==> src/rtl/emu_ctrl_pkg.sv <==
// -----------------------------------------------------------------------------
// emu_ctrl_pkg
// Shared types for the emulation run controller:
//   op_t     - host command opcodes (3 bits; values 5..7 are illegal)
//   state_t  - controller states
//   cause_t  - reason the last operation completed (2 bits)
// -----------------------------------------------------------------------------
package emu_ctrl_pkg;

   typedef enum logic [2:0] {
      OP_NOP      = 3'd0,
      OP_RESET    = 3'd1,
      OP_RUN_N    = 3'd2,
      OP_RUN_FREE = 3'd3,
      OP_STOP     = 3'd4
   } op_t;

   typedef enum logic [1:0] {
      ST_MRST,
      ST_IDLE,
      ST_RUN_CNT,
      ST_RUN_FREE
   } state_t;

   typedef enum logic [1:0] {
      CAUSE_NONE  = 2'd0,
      CAUSE_COUNT = 2'd1,
      CAUSE_STOP  = 2'd2,
      CAUSE_TRIG  = 2'd3
   } cause_t;

endpackage

==> src/rtl/emu_step_ctrl.sv <==
// -----------------------------------------------------------------------------
// emu_step_ctrl
// Run controller for the emulated analog model. Drives the model step enable
// (go of the single-step clock generator) and the model reset, accepts host
// commands over a valid/ready handshake, counts emulated steps and stops on an
// external trigger from the model.
//
// Ports:
//   clk, rst         - system clock, synchronous active-high reset
//   cmd_valid_i      - command valid
//   cmd_ready_o      - command ready (low only while the model is in reset)
//   cmd_op_i         - opcode (see op_t), cmd_n_i - step count for RUN_N
//   trig_i           - stop request from the model (only honoured while running)
//   emu_en_o         - model step enable
//   emu_rst_o        - model reset
//   busy_o           - controller not idle
//   done_o           - one-cycle pulse when an operation completes
//   cmd_err_o        - one-cycle pulse on an illegal or dropped command
//   stop_cause_o     - completion reason, updated with done_o
//   steps_left_o     - remaining steps of a RUN_N
//   time_o           - enabled steps since the last model reset
// All outputs are registered.
// -----------------------------------------------------------------------------
module emu_step_ctrl
   import emu_ctrl_pkg::*;
#(
   parameter int N_STEP_W  = 32,
   parameter int TIME_W    = 48,
   parameter int N_RST_CYC = 4
) (
   input  logic                clk,
   input  logic                rst,
   input  logic                cmd_valid_i,
   output logic                cmd_ready_o,
   input  logic [2:0]          cmd_op_i,
   input  logic [N_STEP_W-1:0] cmd_n_i,
   input  logic                trig_i,
   output logic                emu_en_o,
   output logic                emu_rst_o,
   output logic                busy_o,
   output logic                done_o,
   output logic                cmd_err_o,
   output logic [1:0]          stop_cause_o,
   output logic [N_STEP_W-1:0] steps_left_o,
   output logic [TIME_W-1:0]   time_o
);

   localparam int RCW = (N_RST_CYC > 1) ? $clog2(N_RST_CYC) : 1;
   // The counter is loaded with N_RST_CYC-1 and MRST exits on the cycle it
   // reads zero, so emu_rst_o is high for exactly N_RST_CYC cycles.
   localparam logic [RCW-1:0] RST_LOAD = RCW'(N_RST_CYC - 1);

   state_t         state;
   logic [RCW-1:0] rst_cnt;
   logic           rst_by_cmd;   // MRST entered via the RESET command

   logic accept;
   logic stop_cmd;
   logic trig_hit;
   logic last_step;
   logic drop_cmd;

   assign accept    = cmd_valid_i & cmd_ready_o;
   assign stop_cmd  = accept && (cmd_op_i == OP_STOP);
   assign trig_hit  = trig_i && emu_en_o;
   assign last_step = (state == ST_RUN_CNT) && (steps_left_o == N_STEP_W'(1));
   // While running, anything other than NOP/STOP is accepted but discarded.
   assign drop_cmd  = accept && (cmd_op_i != OP_NOP) && (cmd_op_i != OP_STOP);

   always_ff @(posedge clk) begin
      if (rst) begin
         state        <= ST_MRST;
         rst_cnt      <= RST_LOAD;
         rst_by_cmd   <= 1'b0;
         emu_rst_o    <= 1'b1;
         emu_en_o     <= 1'b0;
         cmd_ready_o  <= 1'b0;
         busy_o       <= 1'b1;
         done_o       <= 1'b0;
         cmd_err_o    <= 1'b0;
         stop_cause_o <= CAUSE_NONE;
         steps_left_o <= '0;
         time_o       <= '0;
      end else begin
         done_o    <= 1'b0;
         cmd_err_o <= 1'b0;
         // Counts the cycle being left; entering MRST below overrides it.
         if (emu_en_o) time_o <= time_o + TIME_W'(1);

         case (state)
            ST_MRST: begin
               if (rst_cnt == '0) begin
                  state       <= ST_IDLE;
                  emu_rst_o   <= 1'b0;
                  cmd_ready_o <= 1'b1;
                  busy_o      <= 1'b0;
                  // Only a host-requested reset reports completion.
                  if (rst_by_cmd) begin
                     done_o       <= 1'b1;
                     stop_cause_o <= CAUSE_NONE;
                  end
               end else begin
                  rst_cnt <= rst_cnt - RCW'(1);
               end
            end

            ST_IDLE: begin
               if (accept) begin
                  case (cmd_op_i)
                     OP_RESET: begin
                        state       <= ST_MRST;
                        rst_cnt     <= RST_LOAD;
                        rst_by_cmd  <= 1'b1;
                        emu_rst_o   <= 1'b1;
                        cmd_ready_o <= 1'b0;
                        busy_o      <= 1'b1;
                        time_o      <= '0;
                     end
                     OP_RUN_N: begin
                        if (cmd_n_i == '0) begin
                           done_o       <= 1'b1;
                           stop_cause_o <= CAUSE_COUNT;
                        end else begin
                           state        <= ST_RUN_CNT;
                           emu_en_o     <= 1'b1;
                           busy_o       <= 1'b1;
                           steps_left_o <= cmd_n_i;
                        end
                     end
                     OP_RUN_FREE: begin
                        state        <= ST_RUN_FREE;
                        emu_en_o     <= 1'b1;
                        busy_o       <= 1'b1;
                        steps_left_o <= '0;
                     end
                     OP_NOP, OP_STOP: ;
                     default: cmd_err_o <= 1'b1;
                  endcase
               end
            end

            ST_RUN_CNT, ST_RUN_FREE: begin
               if (drop_cmd) cmd_err_o <= 1'b1;
               if (trig_hit || stop_cmd || last_step) begin
                  state    <= ST_IDLE;
                  emu_en_o <= 1'b0;
                  busy_o   <= 1'b0;
                  done_o   <= 1'b1;
                  // Priority TRIG > STOP > COUNT; only a count completion
                  // clears steps_left, the others freeze it.
                  if (trig_hit) begin
                     stop_cause_o <= CAUSE_TRIG;
                  end else if (stop_cmd) begin
                     stop_cause_o <= CAUSE_STOP;
                  end else begin
                     stop_cause_o <= CAUSE_COUNT;
                     steps_left_o <= '0;
                  end
               end else if (state == ST_RUN_CNT) begin
                  steps_left_o <= steps_left_o - N_STEP_W'(1);
               end
            end

            default: state <= ST_MRST;
         endcase
      end
   end

endmodule

==> config.mk <==
export PLATFORM = sky130hd
export DESIGN_NAME = emu_step_ctrl
export DESIGN_NICKNAME = d
export VERILOG_FILES = /design/src/rtl/emu_ctrl_pkg.sv /design/src/rtl/emu_step_ctrl.sv
export SDC_FILE = /design/constraint.sdc
export NUM_CORES = 1
export LEC_CHECK = 0
export BUFFER_PORTS_ARGS = -buffer_cell sky130_fd_sc_hd__buf_2
export CAP_MARGIN = 20
export CORE_UTILIZATION = 30
export CTS_CLUSTER_DIAMETER = 40
export CTS_CLUSTER_SIZE = 20
export DETAILED_ROUTE_END_ITERATION = 7
export GPL_ROUTABILITY_DRIVEN = 0
export GPL_TIMING_DRIVEN = 0
export PLACE_DENSITY_LB_ADDON = 0.08
export SYNTH_ARGS = -nofsm -noshare
export SYNTH_HDL_FRONTEND = slang
export SYNTH_SLANG_ARGS = --single-unit
==> constraint.sdc <==
create_clock -name clk -period 3.1 [get_ports clk]
set_clock_uncertainty 0.05 [all_clocks]
set_input_delay 0 -clock clk [delete_from_list [all_inputs] [get_ports clk]]
set_output_delay 0 -clock clk [all_outputs]
set_load 0.03 [all_outputs]
== After elaboration in Yosys (flattened, before gate mapping) ==
Index checks and enable logic that the tools add are counted.

* Muxes and demuxes: 58
* Equality and inequality tests: 24
* Add/subtract/negate cells: 3
* Bitwise gates (word level): 1
* Reduce and logical (&&, ||, !) cells: 25

{| class="wikitable"
|+ Operators with widths
! operator !! number
|-
| $mux W32 || 6
|-
| $mux W48 || 4
|-
| $pmux W32 S2 || 2
|-
| $add A48 B1 Y48 const B || 1
|-
| $eq A32 B1 Y1 const B || 1
|-
| $logic_not A32 Y1 || 1
|-
| $sub A32 B1 Y32 const B || 1
|-
| $mux W2 || 15
|-
| $mux W1 || 19
|-
| $ne A3 B3 Y1 const B || 6
|-
| $pmux W2 S3 || 3
|-
| $reduce_and A5 Y1 || 3
|-
| $ne A2 B2 Y1 const B || 7
|-
| $pmux W1 S2 || 6
|-
| $reduce_and A4 Y1 || 2
|-
| $reduce_and A7 Y1 || 1
|-
| $eq A3 B2 Y1 const B || 2
|-
| $pmux W1 S3 || 2
|-
| $reduce_and A6 Y1 || 1
|-
| $logic_and A1 B1 Y1 || 5
|-
| $reduce_or A5 Y1 || 1
|-
| $eq A2 B2 Y1 const B || 2
|-
| $logic_not A2 Y1 || 2
|-
| $ne A4 B2 Y1 const B || 1
|-
| 14 further kinds || 17
|}

* Register bits: 93
* Input port bits: 39

== Logic depth before layout (Yosys ltp) ==
Gate-level depths: netlist (run 1).

* Depth after elaboration: 6
* Mapped depth: 8
* Mapped depth without buffers: 7

== Worst setup path after synthesis (run 1) ==
Ideal clock, no wire load.

* Kind: reg2reg
* Start: register time_o[6]
* End: register time_o[45]
* Slack: 726 ps
* Library setup time: 59 ps
* Cell stages (with the launch flop): 8
* Data arrival time: 2265 ps
* Cell sequence: dfxtp_1 > and4_1 > buf_4 > nand4_4 > or4_1 > clkbuf_2 > or4_1 > nand2_1

* Longest elaborated chain between the ends: 5

{| class="wikitable"
|+ Ends and longest elaborated chain
! what !! RTL line !! text
|-
| start: declaration || emu_step_ctrl.sv:45 || <nowiki>output logic [TIME_W-1:0] time_o</nowiki>
|-
| start signal: assignment || emu_step_ctrl.sv:88 || <nowiki>if (emu_en_o) time_o <= time_o + TIME_W'(1);</nowiki>
|-
| $add A48 B1 Y48 * || emu_step_ctrl.sv:88 ||
|-
| $mux W48 * || emu_step_ctrl.sv:88 ||
|-
| $mux W48 || emu_step_ctrl.sv:109 || <nowiki>case (cmd_op_i)</nowiki>
|-
| $mux W48 || emu_step_ctrl.sv:108 || <nowiki>if (accept) begin</nowiki>
|-
| $mux W48 * || emu_step_ctrl.sv:90 || <nowiki>case (state)</nowiki>
|}

Mark *: on every way between the ends. The rest lies on a longest branch, timed or not.
A chain may end at the register's enable or synchronous reset.

== Worst setup path after layout (run 1) ==
* Start: register steps_left_o[18]
* End: register steps_left_o[29]

* Longest elaborated chain between the ends: 5
* Elaborated cells between the ends (all ways): 11
* Those cells by class: 1 x add/sub; 4 x eq/ne; 3 x mux; 3 x reduce/logical

{| class="wikitable"
|+ Ends and longest elaborated chain
! what !! RTL line !! text
|-
| start: declaration || emu_step_ctrl.sv:44 || <nowiki>output logic [N_STEP_W-1:0] steps_left_o,</nowiki>
|-
| start signal: assignment || emu_step_ctrl.sv:127 || <nowiki>steps_left_o <= cmd_n_i;</nowiki>
|-
| start signal: assignment || emu_step_ctrl.sv:160 || <nowiki>steps_left_o <= steps_left_o - N_STEP_W'(1);</nowiki>
|-
| parallel branches: the longest is 5 deep, another holds $sub A32 B1 Y32 || - ||
|}

Several ways; the timed one is not identified. The select of a mux whose other input is x is not followed.

==> flow_summary.ini, run 1 <==
[pwr]
p_seq_share_pct = 46.7
pwr-share-comb_pct = 11.5
power.switching_uw = 733.9
intPower_uw = 1911
powerDensity_nw_per_um2 = 387.0
p_clk_share_pct = 41.8
swShare_pct = 27.74
max-vdd-ir-drop_mv = 0.2564
leakage_uw = 0.002778

[floorplanning]
fp.dieW_um = 136.5
rows = 48
design.core.area_um2 = 17480
die_area_um2 = 18620
start_util_pct = 31.04
die_h_um = 136.5
ios = 127

[finish]
area_growth_pct = 26.02
antenna_cells = 0
final_cell_count_no_fill = 1060
layout.nets = 873
drive_gt1_share_pct = 20.12

[cts]
ctsRootBufferMaster = clkbuf_16
cts_made_buffers = 9
htree_num_levels = 3
clk_latency_ns = 0.36
clock_path_buffers = 2
postCtsSetupBuffers = 0
cts_tree = built
cts_sinks = 93
path_clk_slew_ns = 0.08

[synth]
synthArstFlopShare_pct = 0
synth_warnings = 0
postSynthCellCount = 672
synth_seq_cells = 93
syn_nets = 715
syn-cell-area_um2 = 5424
avgSynthCellArea_um2 = 8.071
seq_area_frac_synth_pct = 34.33
synth_edf_count = 0
synth.distinct_cells = 59
synthFlopType = dfxtp_1

[critical_path]
critical_path_class = flop to flop
crit_required_ns = 3.26
cp-end-kind = flop
startpoint_type = flop
slowest_stage = nor4_2
cp_cell_sequence = nor4_2, and4_1, nand4_1, buf_2, buf_1, nand2_1, o221ai_1
crit_path_max_incr_delay_ns = 0.82
critical_path.max_fanout = 10
rr_worst_depth = 7
arrival_ns = 3.12
reg2reg_to = steps_left_o[29]
reg2reg_setup_slack_ns = 0.13
r2r_start = steps_left_o[18]

[route]
drc = 0
drtAntennaViolNets = 0
dr.pass1.iters = 7
wl_per_cell_um = 20.12
via_count = 6215
drt-initial-drc-count = 615
drt_wl_total_um = 21330
vias_per_cell = 5.863

[worst_hold_path]
min_from = cmd_n_i[12]
hold_path_class = input pin to flop
hold_depth = 3
hold_end = steps_left_o[12]

[global_route]
grt_pass1_vias = 5724
grt_use_total_pct = 23.01
grt_pass1_wl_um = 32460
gr-total-overflow = 0
grt_max_degree = 17
antenna_found_initial = 1

[timing]
fmax_ghz = 0.3370
rsz0062_at_grt = no
min_period_ns = 2.968
period_share_pct = 95.73
setup_viol = 0
fin_tns_setup_ns = 0
maxSlewViolCount = 0
tightest_slew_ns = 1.157
slew_headroom_pct = 22.29
hold_viol_final = 0

[status]
status = finished, final reports clean

[placed_design]
place_inst = 1024
dp_hpwl_um = 15800
io_buffers = 126

[run]
maxCapViolations = 0
-- worst max-delay path: cells and delay by family (launching register included) --
| family | cells | cell delay, ns |
|---|---|---|
| compound gates | 1 | 0.17 |
| buf+inv | 2 | 0.57 |
| flops | 1 | 0.37 |
| simple gates | 4 | 1.66 |
-- synth_stat cells (3+ instances only) --
master	n	area share [%]
a211oi_1	4	0.55
a21o_1	3	0.42
a21oi_1	23	2.1
a221oi_1	4	0.65
a22oi_1	13	1.8
a31oi_1	6	0.69
a32oi_1	32	5.2
and2_1	17	2.0
and3_1	9	1.0
and4_1	12	1.9
buf_1	4	0.28
buf_2	10	0.92
clkbuf_1	34	2.4
dfxtp_1	93	34
ha_1	4	0.92
inv_1	35	2.4
mux2i_1	3	0.55
nand2_1	38	2.6
nand3_1	34	3.1
nand4_1	24	2.8
nor2_1	54	3.7
nor2b_1	5	0.58
nor3_1	29	2.7
nor4_1	30	3.5
nor4b_1	4	0.65
o211ai_1	5	0.69
o21ai_0	12	1.1
o221ai_1	5	0.81
o31a_1	3	0.48
o31ai_1	9	1.2
o32ai_1	24	3.9
or3_1	10	1.2
or4_1	13	1.8
xnor2_1	20	3.2
xor2_1	12	1.9
-- power groups by stage --
| stage | Clock [uW] | Combinational (uW) | Sequential [uW] |
|---|---|---|---|
| 6_report | 1110 | 305 | 1230 |
| 5_1_grt | 1180 | 331 | 1240 |
| 4_1_cts | 1140 | 301 | 1230 |
| 3_5_place_dp | 0 | 281 | 1260 |
| 3_3_place_gp | 0 | 279 | 1260 |
| 2_1_floorplan | 0 | 160 | 1280 |
-- stage by stage --
step / utilization, % / worst slack, ns / hold WS [ns] / instance area (um^2) / power (uW)
after CTS: 39.05 / 0.07514 / 0.01210 / 6825 / 2671
final: 39.11 / 0.1324 / 0.01763 / 6835 / 2645
after global routing: 39.11 / 0.03441 / 0.03289 / 6835 / 2750
after global placement: 36.25 / -0.04931 / 0.2544 / 6336 / 1541
after floorplan: - / 0.7258 / 0.1073 / 5424 / 1436
after detailed placement: 36.28 / 0.03999 / 0.2547 / 6341 / 1543
-- state kept, by name, indices dropped and copies added (netlist names), 2 cells and up --
register and flops:
state 2, rst_cnt 2, stop_cause_o 2, time_o 48, steps_left_o 32
-- how the worst max path moves through the flow --
stage	slack [ns]	depth (start not counted)	to	start
CTS	0.08	9	steps_left_o[23]	cmd_n_i[19]
detailed placement	0.04	8	steps_left_o[23]	cmd_n_i[2]
global placement	-0.05	8	steps_left_o[23]	cmd_n_i[2]
floorplan	0.73	7	time_o[45]	time_o[6]
finish	0.13	7	steps_left_o[29]	steps_left_o[18]
global route	0.03	9	steps_left_o[23]	cmd_n_i[19]
-- layer usage --
| metal | track usage [%] | up-vias | share of wire [%] |
|---|---|---|---|
| met5 | 0 | - | 0.047 |
| met4 | 9.012 | 2 | 2.5 |
| met3 | 4.251 | 53 | 8.5 |
| met2 | 33.16 | 304 | 43 |
| met1 | 33.31 | 2945 | 46 |
| li1 | - | 2911 | - |
-- cell type report --
class                   count  area [um^2]
inverters                  35        131.4
clock inverters             6        45.04
repair buffers            147        835.8
flip-flops and latches     93         1862
fillers                  1873        10640
well taps                 225        281.5
plain buffers              51        212.7
multi-input cells         493         3228
clock buffers              10        239.0
-- logic make-up after synthesis --
group	Yosys count	share of synthesized area, %
AOI/OAI and AO/OA	159	22.31
muxes	3	0.5537
buffers and inverters	86	6.344
xor gates and xnor gates	32	5.167
and+or+nand+nor	295	30.38
DFF	93	34.33
adders and majority gates	4	0.9228
-- timing repair --
| item | 4_1_cts | 5_1_grt |
|---|---|---|
| endpoints found under the setup margin | 0 | 20 |
| resized for setup | 0 | 1 |
| hold buffers | 20 | 0 |
| endpoints found under the hold margin | 19 | 0 |
-- layout by cell type, fill, tap and decap left out, types with 29 or more instances in the layout --
| cell | synthesis | routed |
|---|---|---|
| buf_2 | 10 | 137 |
| dfxtp_1 | 93 | 93 |
| nor2_1 | 54 | 54 |
| nand2_1 | 38 | 38 |
| inv_1 | 35 | 35 |
| clkbuf_1 | 34 | 34 |
| nand3_1 | 34 | 34 |
| a32oi_1 | 32 | 32 |
| nor4_1 | 30 | 30 |
| nor3_1 | 29 | 29 |
(Power assumes the default switching activity.)
==> run 2, diff against run 1 <==
- REMOVE_ABC_BUFFERS: default -> 1
==> run 2 against run 1 <==
Combinational power fell by 6.6%; power rose by 2.4%; critical path depth did not move; clock-buffer cell count rose by 1; register-to-register slack barely moved; largest cell class unchanged.
==> flow_summary.ini, run 2 (synthesized netlist as in run 1, its figures left out) <==
[status]
status = finished, final reports clean

[finish]
largest_reg_flops = 48
antenna_cells = 0
drive_gt1_share_pct = 21.01
top_register = time_o
final_cell_mix = buf_2, dfxtp_1, nor2_1
final_cell_count_no_fill = 1020
layout.nets = 833
layout_commonest_cell = buf_2
final_area_um2 = 6820
nFillCells = 1838
largestRegisters = time_o (48), steps_left_o (32)
area_growth_pct = 25.74

[route]
drt-initial-drc-count = 422
drt_wl_total_um = 19190
drtAntennaViolNets = 0
drc = 0
via_count = 5919
vias_per_cell = 5.803
wl_per_cell_um = 18.81
dr.pass1.iters = 5

[floorplanning]
design.core.area_um2 = 17480
fp.dieW_um = 136.5
rows = 48
die_area_um2 = 18620
start_util_pct = 31.04
die_h_um = 136.5
ios = 127

[critical_path]
arrival_ns = 3.12
reg2reg_to = steps_left_o[11]
critical_path_class = flop to flop
worst-path-buf-inv = 2
critical_path.max_fanout = 20
r2r_start = steps_left_o[23]
cp-end-kind = flop
startpoint_type = flop
slowest_stage = nor4_2
cp_cell_sequence = nor4_2, and4_1, nand4_1, buf_8, buf_16, a22oi_1, o32ai_1
crit_path_max_incr_delay_ns = 0.78
cpLargestDelayFamily = simple AND/OR/NAND/NOR gates
cp-startpoint = steps_left_o[23]
reg2reg_setup_slack_ns = 0.13
crit_required_ns = 3.25
rr_worst_depth = 7

[worst_hold_path]
hold_path_class = input pin to flop
min_from = cmd_n_i[29]
hold_depth = 4
hold_end = steps_left_o[29]

[timing]
min_period_ns = 2.971
maxSlewViolCount = 0
hold_viol_final = 0
slew_headroom_pct = 22.50
period_share_pct = 95.85
fmax_ghz = 0.3365
rsz0062_at_grt = no
setup_viol = 0
tightest_slew_ns = 1.154

[placed_design]
io_buffers = 126
dp_hpwl_um = 13290
placed_area_um2 = 6242
place_inst = 978

[cts]
clk_latency_ns = 0.35
path_clk_slew_ns = 0.07
cts_sinks = 93
clock_path_buffers = 2
ctsRootBufferMaster = clkbuf_16
postCtsSetupBuffers = 0
htree_num_levels = 3
cts_tree = built
cts_made_buffers = 9

[pwr]
max-vdd-ir-drop_mv = 0.2536
swShare_pct = 25.81
leakage_uw = 0.002767
p_clk_share_pct = 43.6
p_seq_share_pct = 45.8
power.switching_uw = 698.9
pwr-share-comb_pct = 10.5
intPower_uw = 2009
powerDensity_nw_per_um2 = 397.0

[global_route]
antenna_found_initial = 0
grt_use_total_pct = 21.08
grt_pass1_wl_um = 30590
grt_max_degree = 48
gr-total-overflow = 0
grt_pass1_vias = 5714

[run]
maxCapViolations = 0
-- run 2: changes by cell type in the layout (fill, tap and decap cells not counted), moves of 4 or more --
| cell | change |
|---|---|
| buf_2 | -10 |
| buf_8 | +4 |
| clkbuf_1 | -34 |
| dlygate4sd3_1 | +5 |
| buf_1 | -4 |
-- run 2: worst max path at each step --
stage / endpoint / slack (ns) / depth (start not counted)
2_1_floorplan: stop_cause_o[1] / -0.45 / 5
3_5_place_dp: steps_left_o[11] / -0.02 / 7
3_3_place_gp: steps_left_o[25] / -1.99 / 5
5_1_grt: steps_left_o[0] / 0.004 / 5
6_report: steps_left_o[11] / 0.13 / 7
4_1_cts: steps_left_o[25] / 0.01 / 7
-- run 2: timing repair --
action | CTS | global route
resized for setup | 1 | 2
endpoints found under the setup margin | 3 | 27
hold buffers | 25 | 0
endpoints found under the hold margin | 24 | 0
pin swaps | 0 | 1
-- run 2: worst min-delay path: stages --
cell,delay (ns)
buf_2,0.09
and2_1,0.11
a21oi_1,0.04
o221ai_1,0.15
-- run 2: metrics by stage --
step	worst slack (ns)	TNS [ns]	utilization [%]	hold slack (ns)	total power (uW)
finish	0.1286	0	39.02	0.02713	2708
global route	0.003586	0	39.02	0.04937	2825
CTS	0.01463	0	38.96	0.009741	2740
detailed placement	-0.02088	-0.02986	35.72	0.2415	1529
global placement	-1.986	-66.77	35.04	0.2379	1524
floorplan	-0.4488	-10.27	-	0.01907	1424
-- run 2: metal layers --
| layer | vias up | part of all wire, % | global-route usage, % |
|---|---|---|---|
| met1 | 2821 | 45 | 28.16 |
| li1 | 2838 | - | - |
| met4 | 0 | 1.9 | 8.025 |
| met5 | - | 0 | 0 |
| met3 | 25 | 6.0 | 2.610 |
| met2 | 235 | 47 | 34.38 |
-- run 2: area by class of cell --
class | count | area (um^2) | share of cell area, %
Multi-Input combinational cell | 493 | 3249 | 47.64
Sequential cell | 93 | 1862 | 27.30
Timing Repair Buffer | 158 | 984.7 | 14.44
Tap cell | 225 | 281.5 | 4.128
Clock buffer | 11 | 252.7 | 3.706
Inverter | 35 | 131.4 | 1.926
Clock inverter | 5 | 58.81 | 0.8622
-- run 2: power by group through the flow --
stage,Sequential [uW],Combinational [uW],Clock (uW)
floorplan,1280,143,0
global placement,1270,256,0
detailed placement,1270,261,0
CTS,1240,284,1220
global route,1240,314,1270
finish,1240,285,1180
